===== config.mk =====
export PLATFORM = sky130hd
export DESIGN_NAME = ipsxb_rst_seq_ctrl
export DESIGN_NICKNAME = d
export VERILOG_FILES = /design/src/rtl/ipsxb_rst_seq_pkg.sv /design/src/rtl/ipsxb_ack_sync.sv /design/src/rtl/ipsxb_rst_seq_ctrl.sv
export SDC_FILE = /design/constraint.sdc
export NUM_CORES = 1
export LEC_CHECK = 0
export CAP_MARGIN = 25
export CORE_MARGIN = 8
export CORE_UTILIZATION = 58
export CTS_CLUSTER_DIAMETER = 100
export DETAILED_ROUTE_END_ITERATION = 8
export GPL_ROUTABILITY_DRIVEN = 0
export PLACE_DENSITY = 0.86
export SLEW_MARGIN = 20
export SYNTH_ARGS = -nofsm -noshare
export SYNTH_HDL_FRONTEND = slang
export SYNTH_SLANG_ARGS = --single-unit
export TNS_END_PERCENT = 10

===== constraint.sdc =====
create_clock -name clk -period 3.4 [get_ports clk]
set_input_delay 0.34 -clock clk [delete_from_list [all_inputs] [get_ports clk]]
set_output_delay 0.34 -clock clk [all_outputs]
set_load 0.01 [all_outputs]

===== src/rtl/ipsxb_rst_seq_pkg.sv =====
// Shared definitions for the DDR reset sequencer: FSM state encoding and
// the stage index assignment of the DDR reset chain.
package ipsxb_rst_seq_pkg;

  typedef enum logic [2:0] {
    ST_IDLE     = 3'd0,
    ST_ASSERT   = 3'd1,
    ST_RELEASE  = 3'd2,
    ST_WAIT_ACK = 3'd3,
    ST_SETTLE   = 3'd4,
    ST_DONE     = 3'd5,
    ST_FAIL     = 3'd6,
    ST_ERROR    = 3'd7
  } seq_state_e;

  localparam int unsigned STG_PLL        = 32'd0;
  localparam int unsigned STG_PHY        = 32'd1;
  localparam int unsigned STG_CTRL       = 32'd2;
  localparam int unsigned STG_USER       = 32'd3;
  localparam int unsigned DDR_NUM_STAGES = 32'd4;

endpackage


===== src/rtl/ipsxb_ack_sync.sv =====
// Two-flop synchronizer for the per-stage lock/ready acks coming from other
// clock domains; cleared to 0 by the asynchronous reset.
module ipsxb_ack_sync #(
  parameter int W = 4
) (
  input  logic         clk,
  input  logic         rst,
  input  logic [W-1:0] d,
  output logic [W-1:0] q
);

  logic [W-1:0] meta_r;
  logic [W-1:0] sync_r;

  // Metastability filter: two back-to-back capture flops
  always_ff @(posedge clk or posedge rst) begin
    if (rst) begin
      meta_r <= {W{1'b0}};
      sync_r <= {W{1'b0}};
    end else begin
      meta_r <= d;
      sync_r <= meta_r;
    end
  end

  assign q = sync_r;

endmodule


===== src/rtl/ipsxb_rst_seq_ctrl.sv =====
// DDR reset sequencer: holds every stage in reset, then releases stages in
// index order, waiting for each ack plus a settle time; retries on failure.
module ipsxb_rst_seq_ctrl
  import ipsxb_rst_seq_pkg::*;
#(
  parameter int NUM_STAGES  = 4,
  parameter int CNT_W       = 16,
  parameter int HOLD_CYC    = 64,
  parameter int SETTLE_CYC  = 256,
  parameter int TIMEOUT_CYC = 50000,
  parameter int MAX_RETRY   = 3,
  localparam int SW = (NUM_STAGES > 1) ? $clog2(NUM_STAGES) : 1,
  localparam int RW = (MAX_RETRY > 0) ? $clog2(MAX_RETRY + 1) : 1
) (
  input  logic                  clk,
  input  logic                  rst,
  input  logic                  start,
  input  logic                  soft_rst,
  input  logic [NUM_STAGES-1:0] stage_ack,
  output logic [NUM_STAGES-1:0] stage_rst_n,
  output logic                  seq_done,
  output logic                  seq_err,
  output logic [SW-1:0]         cur_stage,
  output logic [RW-1:0]         retry_cnt
);

  localparam logic [CNT_W-1:0] HOLD_LAST   = CNT_W'(HOLD_CYC - 1);
  localparam logic [CNT_W-1:0] SETTLE_LAST = CNT_W'(SETTLE_CYC - 1);
  localparam logic [CNT_W-1:0] TO_LAST     = CNT_W'(TIMEOUT_CYC - 1);
  localparam logic [SW-1:0]    LAST_STG    = SW'(NUM_STAGES - 1);
  localparam logic [RW-1:0]    RETRY_MAX   = RW'(MAX_RETRY);

  seq_state_e            state_r, state_s;
  logic [CNT_W-1:0]      cnt_r, cnt_s;
  logic [SW-1:0]         stage_r, stage_s;
  logic [RW-1:0]         retry_r, retry_s;
  logic [NUM_STAGES-1:0] rst_n_r, rst_n_s;
  logic                  done_r, done_s;
  logic                  err_r, err_s;
  logic [NUM_STAGES-1:0] ack_sync_s;
  logic [NUM_STAGES-1:0] lower_mask_s;
  logic                  lost_lock_s;
  logic                  cur_ack_s;
  logic                  all_ack_s;

  ipsxb_ack_sync #(.W(NUM_STAGES)) u_ack_sync (
    .clk (clk),
    .rst (rst),
    .d   (stage_ack),
    .q   (ack_sync_s)
  );

  // Stages below the one under service must keep their lock
  assign lower_mask_s = (NUM_STAGES'(1) << stage_r) - NUM_STAGES'(1);
  assign lost_lock_s  = |(lower_mask_s & ~ack_sync_s);
  assign cur_ack_s    = ack_sync_s[stage_r];
  assign all_ack_s    = &ack_sync_s;

  // Next-state and next-output decode; soft_rst overrides every event
  always_comb begin
    state_s = state_r;
    cnt_s   = cnt_r;
    stage_s = stage_r;
    retry_s = retry_r;
    rst_n_s = rst_n_r;
    done_s  = 1'b0;
    err_s   = 1'b0;
    if (soft_rst) begin
      state_s = ST_ASSERT;
      cnt_s   = {CNT_W{1'b0}};
      stage_s = {SW{1'b0}};
      retry_s = {RW{1'b0}};
      rst_n_s = {NUM_STAGES{1'b0}};
    end else begin
      case (state_r)
        ST_IDLE: begin
          rst_n_s = {NUM_STAGES{1'b0}};
          if (start) begin
            state_s = ST_ASSERT;
            cnt_s   = {CNT_W{1'b0}};
          end else begin
            state_s = ST_IDLE;
          end
        end
        ST_ASSERT: begin
          rst_n_s = {NUM_STAGES{1'b0}};
          if (cnt_r == HOLD_LAST) begin
            state_s = ST_RELEASE;
            stage_s = {SW{1'b0}};
            cnt_s   = {CNT_W{1'b0}};
          end else begin
            cnt_s = cnt_r + CNT_W'(1);
          end
        end
        ST_RELEASE: begin
          rst_n_s[stage_r] = 1'b1;
          state_s          = ST_WAIT_ACK;
          cnt_s            = {CNT_W{1'b0}};
        end
        ST_WAIT_ACK: begin
          if (lost_lock_s) begin
            state_s = ST_FAIL;
          end else if (cur_ack_s) begin
            state_s = ST_SETTLE;
            cnt_s   = {CNT_W{1'b0}};
          end else if (cnt_r == TO_LAST) begin
            state_s = ST_FAIL;
          end else begin
            cnt_s = cnt_r + CNT_W'(1);
          end
        end
        ST_SETTLE: begin
          if (lost_lock_s) begin
            state_s = ST_FAIL;
          end else if (cnt_r == SETTLE_LAST) begin
            cnt_s = {CNT_W{1'b0}};
            if (stage_r == LAST_STG) begin
              state_s = ST_DONE;
              done_s  = 1'b1;
            end else begin
              stage_s = stage_r + SW'(1);
              state_s = ST_RELEASE;
            end
          end else begin
            cnt_s = cnt_r + CNT_W'(1);
          end
        end
        ST_DONE: begin
          if (!all_ack_s) begin
            state_s = ST_FAIL;
          end else begin
            done_s = 1'b1;
          end
        end
        ST_FAIL: begin
          rst_n_s = {NUM_STAGES{1'b0}};
          cnt_s   = {CNT_W{1'b0}};
          if (retry_r == RETRY_MAX) begin
            state_s = ST_ERROR;
            err_s   = 1'b1;
          end else begin
            retry_s = retry_r + RW'(1);
            state_s = ST_ASSERT;
          end
        end
        ST_ERROR: begin
          rst_n_s = {NUM_STAGES{1'b0}};
          if (start) begin
            state_s = ST_ASSERT;
            cnt_s   = {CNT_W{1'b0}};
            stage_s = {SW{1'b0}};
            retry_s = {RW{1'b0}};
          end else begin
            err_s = 1'b1;
          end
        end
        default: begin
          state_s = ST_IDLE;
          cnt_s   = {CNT_W{1'b0}};
          rst_n_s = {NUM_STAGES{1'b0}};
        end
      endcase
    end
  end

  // State, counter and registered outputs
  always_ff @(posedge clk or posedge rst) begin
    if (rst) begin
      state_r <= ST_IDLE;
      cnt_r   <= {CNT_W{1'b0}};
      stage_r <= {SW{1'b0}};
      retry_r <= {RW{1'b0}};
      rst_n_r <= {NUM_STAGES{1'b0}};
      done_r  <= 1'b0;
      err_r   <= 1'b0;
    end else begin
      state_r <= state_s;
      cnt_r   <= cnt_s;
      stage_r <= stage_s;
      retry_r <= retry_s;
      rst_n_r <= rst_n_s;
      done_r  <= done_s;
      err_r   <= err_s;
    end
  end

  assign stage_rst_n = rst_n_r;
  assign seq_done    = done_r;
  assign seq_err     = err_r;
  assign cur_stage   = stage_r;
  assign retry_cnt   = retry_r;

endmodule


Yosys cells after proc, flatten, opt, wreduce, memory -nomap -nowiden
Cells that the tools add are included.

word-level totals
  memories = 0
  latch bits = 0
  word-level logic and storage cells = 106
  bits in read-only memories = 0
  flip-flop bits (word level) = 37
  bits in writable memories = 0

cells by class
  shifts and indexed selects = 1
  magnitude comparators = 2
  reductions and logical operators = 15
  equality and inequality tests = 24
  bitwise operators = 3
  multiplexer cells = 48
  divide/modulo/power cells = 0
  multiply operators = 0
  $add $sub $neg = 4

operator list
  kind                     count
  $mux W16                 8
  $pmux W16 S5             1
  $mux W3                  11
  $ne A3 B3 Y1 const B     8
  $pmux W3 S8              1
  $add A16 B1 Y16 const B  1
  $eq A16 B16 Y1 const B   1
  $eq A16 B6 Y1 const B    1
  $eq A16 B8 Y1 const B    1
  $mux W2                  8
  $eq A3 B3 Y1 const B     4
  $mux W1                  11
  $reduce_and A5 Y1        2
  $ne A4 B4 Y1 const B     2
  $pmux W4 S2              1
  $reduce_or A4 Y1         2
  $eq A3 B2 Y1 const B     2
  $pmux W2 S3              1
  $reduce_and A6 Y1        1
  $reduce_bool A3 Y1       2
  $reduce_bool A6 Y1       1
  $ne A5 B5 Y1 const B     1
  $add A2 B1 Y2 const B    2
  $and A4 B4 Y4            1
  other kinds (20)         23

Logic depth before layout (Yosys ltp)
  word-level depth = 7
  gate-level depth with buffers = 10
  mapped depth without buffers = 8

Hierarchy
Synthesis repeated with hierarchy kept, for this count alone.

unflattened totals
  cell total of the unflattened synthesis = 240
  area total of the unflattened synthesis = 2,200.9 um2

modules (own cells, without submodules)
  module              sequential area each (um2)  area an instance (um2)  times used  cells an instance
  ipsxb_rst_seq_ctrl  725.7                       1,996.9                 1           231
  ipsxb_ack_sync      200.2                       203.9                   1           9

Worst setup path before layout
No wires, ideal clock.

  kind = flip-flop to flip-flop
  from = reg stage_r[0], in the netlist cur_stage[0]
  to = reg cnt_r[10]
  period minus slack after synthesis = 2.517 ns
  setup slack = 0.883 ns
  path buffers = 0
  data arrival time = 2.435 ns
  required time = 3.318 ns
  stages on the path, launching flop included = 7
  path through = dfrtp_1 -> mux4_2 -> o21ai_0 -> o21ba_2 -> or2_2 -> or4_2 -> a31oi_1

on the way
  cells in the longest elaborated chain, start to end = 6

ends and longest elaborated chain
  what                                                            RTL line                                             source
  start: declaration                                              ipsxb_rst_seq_ctrl.sv:35                             logic [SW-1:0] stage_r, stage_s;
  start signal: assignment                                        ipsxb_rst_seq_ctrl.sv:171                            stage_r <= {SW{1'b0}};
  start signal: assignment                                        ipsxb_rst_seq_ctrl.sv:179                            stage_r <= stage_s;
  $shl A1 B2 Y4 or $bmux W1 S2 (tied branches)                    ipsxb_rst_seq_ctrl.sv:54, ipsxb_rst_seq_ctrl.sv:56
  $sub A4 B2 Y4 or $mux W1 (tied branches)                        ipsxb_rst_seq_ctrl.sv:54, ipsxb_rst_seq_ctrl.sv:56
  $and A4 B4 Y4 or $mux W16 (tied branches)                       ipsxb_rst_seq_ctrl.sv:55, ipsxb_rst_seq_ctrl.sv:103
  $reduce_or A4 Y1 or $mux W16 (tied branches)                    ipsxb_rst_seq_ctrl.sv:55, ipsxb_rst_seq_ctrl.sv:101
  $ne A3 B3 Y1 (no source line) or $pmux W16 S5 (tied branches)   -
  $reduce_and A5 Y1 (no source line) or $mux W16 (tied branches)  -
  end signal: assignment                                          ipsxb_rst_seq_ctrl.sv:170                            cnt_r <= {CNT_W{1'b0}};
  end signal: assignment                                          ipsxb_rst_seq_ctrl.sv:178                            cnt_r <= cnt_s;
  end: declaration                                                ipsxb_rst_seq_ctrl.sv:34                             logic [CNT_W-1:0] cnt_r, cnt_s;

Several ways; a longest one is shown, not always the timed one. The select of a mux whose other input is x is not followed.
A chain may end at the register's enable or synchronous reset.

Final worst setup path
  from = reg cnt_r[10]
  to = reg stage_r[0], in the netlist cur_stage[0]

on the way
  cells in the longest elaborated chain, start to end = 3

ends and longest elaborated chain
  what                                            RTL line
  $eq A16 B8 Y1 or $eq A16 B6 Y1 (tied branches)  ipsxb_rst_seq_ctrl.sv:115, ipsxb_rst_seq_ctrl.sv:87
  $ne A3 B3 Y1 (no source line)                   -
  $reduce_and A6 Y1 (no source line) (*)          -

Mark *: on every way between the ends. The rest lies on a longest branch, timed or not.

==> key figures <==
STA
  • Max-slew headroom: 52.0%
  • Fmax: 0.367 GHz
  • Count of final setup violators: 0
  • Final min period: between 2 and 3 ns
  • Hold violation count in the final report: 0
  • Final TNS setup: 0 ns
  • Period utilization: 80.2%
  • Final Max Tran Viols: 0
  • Skew final: 0.0102 ns
  • Slew @ Worst Pin: 0.719 ns
  • RSZ-0062 raised after global routing: false

Floorplan
  • Number of I/O pins: 18
  • Horiz. Die Dim: 77.7 um
  • Die H: 77.7 um
  • Core area: 3660 um^2
  • Area of the die: 6030 um^2
  • Row Count: 22
  • Initial Utilization: 60.3%

Logic synthesis
  • Post-synth top cells: dfrtp_1 (37), nand2_1 (29), a21oi_1 (27)
  • Top-count cell post-synth: dfrtp_1
  • Cell taking the most area after synthesis: dfrtp_1
  • Ys Warns: 0
  • Cell count after synthesis: 255
  • Post-synth top flop: dfrtp_1
  • EDFF count, synth: 0
  • Synthesized flop and latch total: 37
  • Post-synthesis async set-or-reset flop share: 100%
  • Sequential cell area fraction in the yosys report: 42.0%
  • Mapped Nets: 270
  • Synth top area share: 42.0%
  • Synth cell types: 48
  • Syn_area_per_cell: between 8 and 9 um^2
  • Synth Cell Area: 2210 um^2
  • Synth top area cells: dfrtp_1 (42%), a21oi_1 (6.1%), nand2_1 (4.9%)

Pwr
  • Lkg Pwr: 0.976 nW
  • Comb power frac: 39.3%
  • Int Power: 0.945 mW
  • P per Cell Area: around 620 nW/um^2
  • Net Sw Frac: 40.0%
  • NetSw: between 0.6 and 0.7 mW
  • Max VDD drop: 0.319 mV
  • Clk pwr share: 25.5%
  • Flop pwr share: around a third

Clock tree
  • Post_cts resized: 0
  • CTS Root Cell: clkbuf_8
  • CTS tree: yes
  • Clock latency on the worst-skew pair: around 0.3 ns
  • Clock-pin slew on the worst setup and hold paths: 0.08 ns
  • CTS Buffer Depth: 2
  • H-tree depth: 2
  • # clock sinks: 37
  • Postcts setup bufs: 0
  • CTS Hold Buffers Added: 0
  • TritonCTS Buffers: 5

Placement
  • HPWL after detailed placement: 3.55 mm
  • PortBufs: 17

Critical path
  • CP Capture Type: flop
  • Worst reg2reg path depth: 6
  • Crit path depth: 6
  • Critical path data arrival time: 2.94 ns
  • CP required: 3.62 ns
  • Setup Crit Path Kind: reg -> reg
  • Worst path buffer plus inverter count: 0
  • Cell Chain, Critical Path: or4_4 > nor4_1 > and4b_1 > o211ai_2 > or4_1 > a21oi_1
  • CP Launch Point: cnt_r[10]$_DFFE_PP0P_
  • R2r endpoint: cur_stage[0]$_DFFE_PP0P_
  • Reg2reg start: cnt_r[10]$_DFFE_PP0P_
  • CP max stage cell: nor4_1
  • CP max stage delay: 0.60 ns
  • Worst path top cell family by delay: simple AND/OR/NAND/NOR gates
  • CP endpoint: cur_stage[0]$_DFFE_PP0P_
  • CP startpoint kind: flop
  • Reg2reg setup slack: 0.67 ns
  • Crit path max fanout: 5

Global routing
  • GR Overflow Total: 0
  • Largest net degree at the start of global routing: 39
  • Initial antenna violation count: 0
  • First-pass GRT wire length: 8.54 mm
  • Number of global-route vias before repair: approximately 1800
  • Overall routing resource usage: 17.2%

Routing
  • Pre-antenna DRT Iters: 4
  • Total Wirelength: 5.09 mm
  • Antenna-violating nets left: 0
  • Post-route DRC: 0
  • Vias: 1973
  • Routed vias/inst: 6.11
  • Iteration-0 DRC Markers: 279
  • Routed len/inst: 15.7 um

Cells and area
  • N_diodes: 0
  • Layout cells sized above 1: 9.09%
  • Layout area overhead: 16.0%
  • Finished Core Util: 69.9%
  • Layout Nets: 289
  • Fillcell total: 286

Flow run
  • Max cap viols: 0

Min path
  • Hold Crit Class: reg -> reg

Run status
  • Outcome: finished, final reports clean
-- state kept, by name, indices dropped and copies added (netlist names), 2 cells and up --
name	cells
cnt_r	16
cur_stage	2
retry_cnt	2
stage_rst_n	4
state_r	3
u_ack_sync.meta_r	4
u_ack_sync.q	4
-- routing by layer --
metal / global-route usage [%] / up-vias / wire length, um
met5: 0 / - / 0
met4: 6.23 / 0 / 93
met3: 5.41 / 10 / 442
met2: 25.3 / 80 / 2250
met1: 23.1 / 911 / 2300
li1: - / 972 / -
-- cell families (layout without fill, tap and decap cells) --
logic type                 after synthesis  in the layout  synth area share (%)
AOI/OAI and AO/OA                       66             66                  18.9
xor gates and xnor gates                 2              2                 0.794
adders and majority gates                7              7                  3.97
buffers and inverters                   26             46                  4.48
DFF                                     37             37                  42.0
muxes                                    2              2                  1.47
and+or+nand+nor                        115            115                  28.5
-- worst min-delay path by stage --
| stage | start | end | slack [ns] | cells past startpoint |
|---|---|---|---|---|
| 2_1_floorplan | u_ack_sync.meta_r[0]$_DFF_PP0_ | u_ack_sync.q[0]$_DFF_PP0_ | 0.33 | 0 |
| 3_3_place_gp | u_ack_sync.meta_r[2]$_DFF_PP0_ | u_ack_sync.q[2]$_DFF_PP0_ | 0.33 | 0 |
| 3_5_place_dp | u_ack_sync.meta_r[2]$_DFF_PP0_ | u_ack_sync.q[2]$_DFF_PP0_ | 0.34 | 0 |
| 4_1_cts | u_ack_sync.meta_r[2]$_DFF_PP0_ | u_ack_sync.q[2]$_DFF_PP0_ | 0.36 | 0 |
| 5_1_grt | u_ack_sync.meta_r[2]$_DFF_PP0_ | u_ack_sync.q[2]$_DFF_PP0_ | 0.36 | 0 |
| 6_report | u_ack_sync.meta_r[2]$_DFF_PP0_ | u_ack_sync.q[2]$_DFF_PP0_ | 0.35 | 0 |
-- cells in the final DEF (no fill, tap or decap), types with 2 or more instances in the layout --
| cell type | instances |
|---|---|
| or3_1 | 9 |
| dfrtp_1 | 37 |
| nor2b_1 | 6 |
| or4_4 | 3 |
| clkdlybuf4s50_1 | 17 |
| a31oi_1 | 7 |
| nor4_1 | 2 |
| nor3b_1 | 3 |
| buf_4 | 6 |
| nand4_1 | 2 |
| a21oi_1 | 27 |
| or4_1 | 5 |
| o21ai_0 | 10 |
| nand2b_1 | 3 |
| inv_1 | 15 |
| a311oi_1 | 2 |
| nor2_1 | 15 |
| o22ai_1 | 2 |
| nor3_1 | 9 |
| o32ai_1 | 7 |
| ha_1 | 7 |
| nand4b_1 | 2 |
| nand3_1 | 17 |
| clkbuf_8 | 6 |
| nand2_1 | 29 |
-- area by class of cell --
| cell class | count | area, um^2 | area share [%] |
|---|---|---|---|
| Multi-Input combinational cell | 192 | 1180 | 46.2 |
| Clock buffer | 6 | 82.6 | 3.23 |
| Tap cell | 48 | 60.1 | 2.35 |
| Clock inverter | 2 | 37.5 | 1.47 |
| Timing Repair Buffer | 23 | 215 | 8.41 |
| Sequential cell | 37 | 926 | 36.2 |
| Inverter | 15 | 56.3 | 2.20 |
-- metrics by stage --
step,worst slack (ns),cells,hold slack (ns),power (mW),area [um^2]
finish,0.675,323,0.353,1.57,2560
global route,0.433,323,0.362,1.68,2560
detailed placement,0.694,315,0.341,1.16,2440
global placement,0.786,315,0.331,1.14,2440
floorplan,0.883,255,0.331,0.991,2210
CTS,0.690,323,0.359,1.56,2560
-- power groups by stage --
| stage | Combinational, mW | Sequential (mW) | Clock, mW |
|---|---|---|---|
| 2_1_floorplan | 0.474 | 0.517 | 0 |
| 3_3_place_gp | 0.584 | 0.559 | 0 |
| 3_5_place_dp | 0.601 | 0.560 | 0 |
| 4_1_cts | 0.606 | 0.551 | 0.406 |
| 5_1_grt | 0.682 | 0.564 | 0.433 |
| 6_report | 0.618 | 0.555 | 0.402 |
No activity file was read; power rests on OpenSTA's default activity.
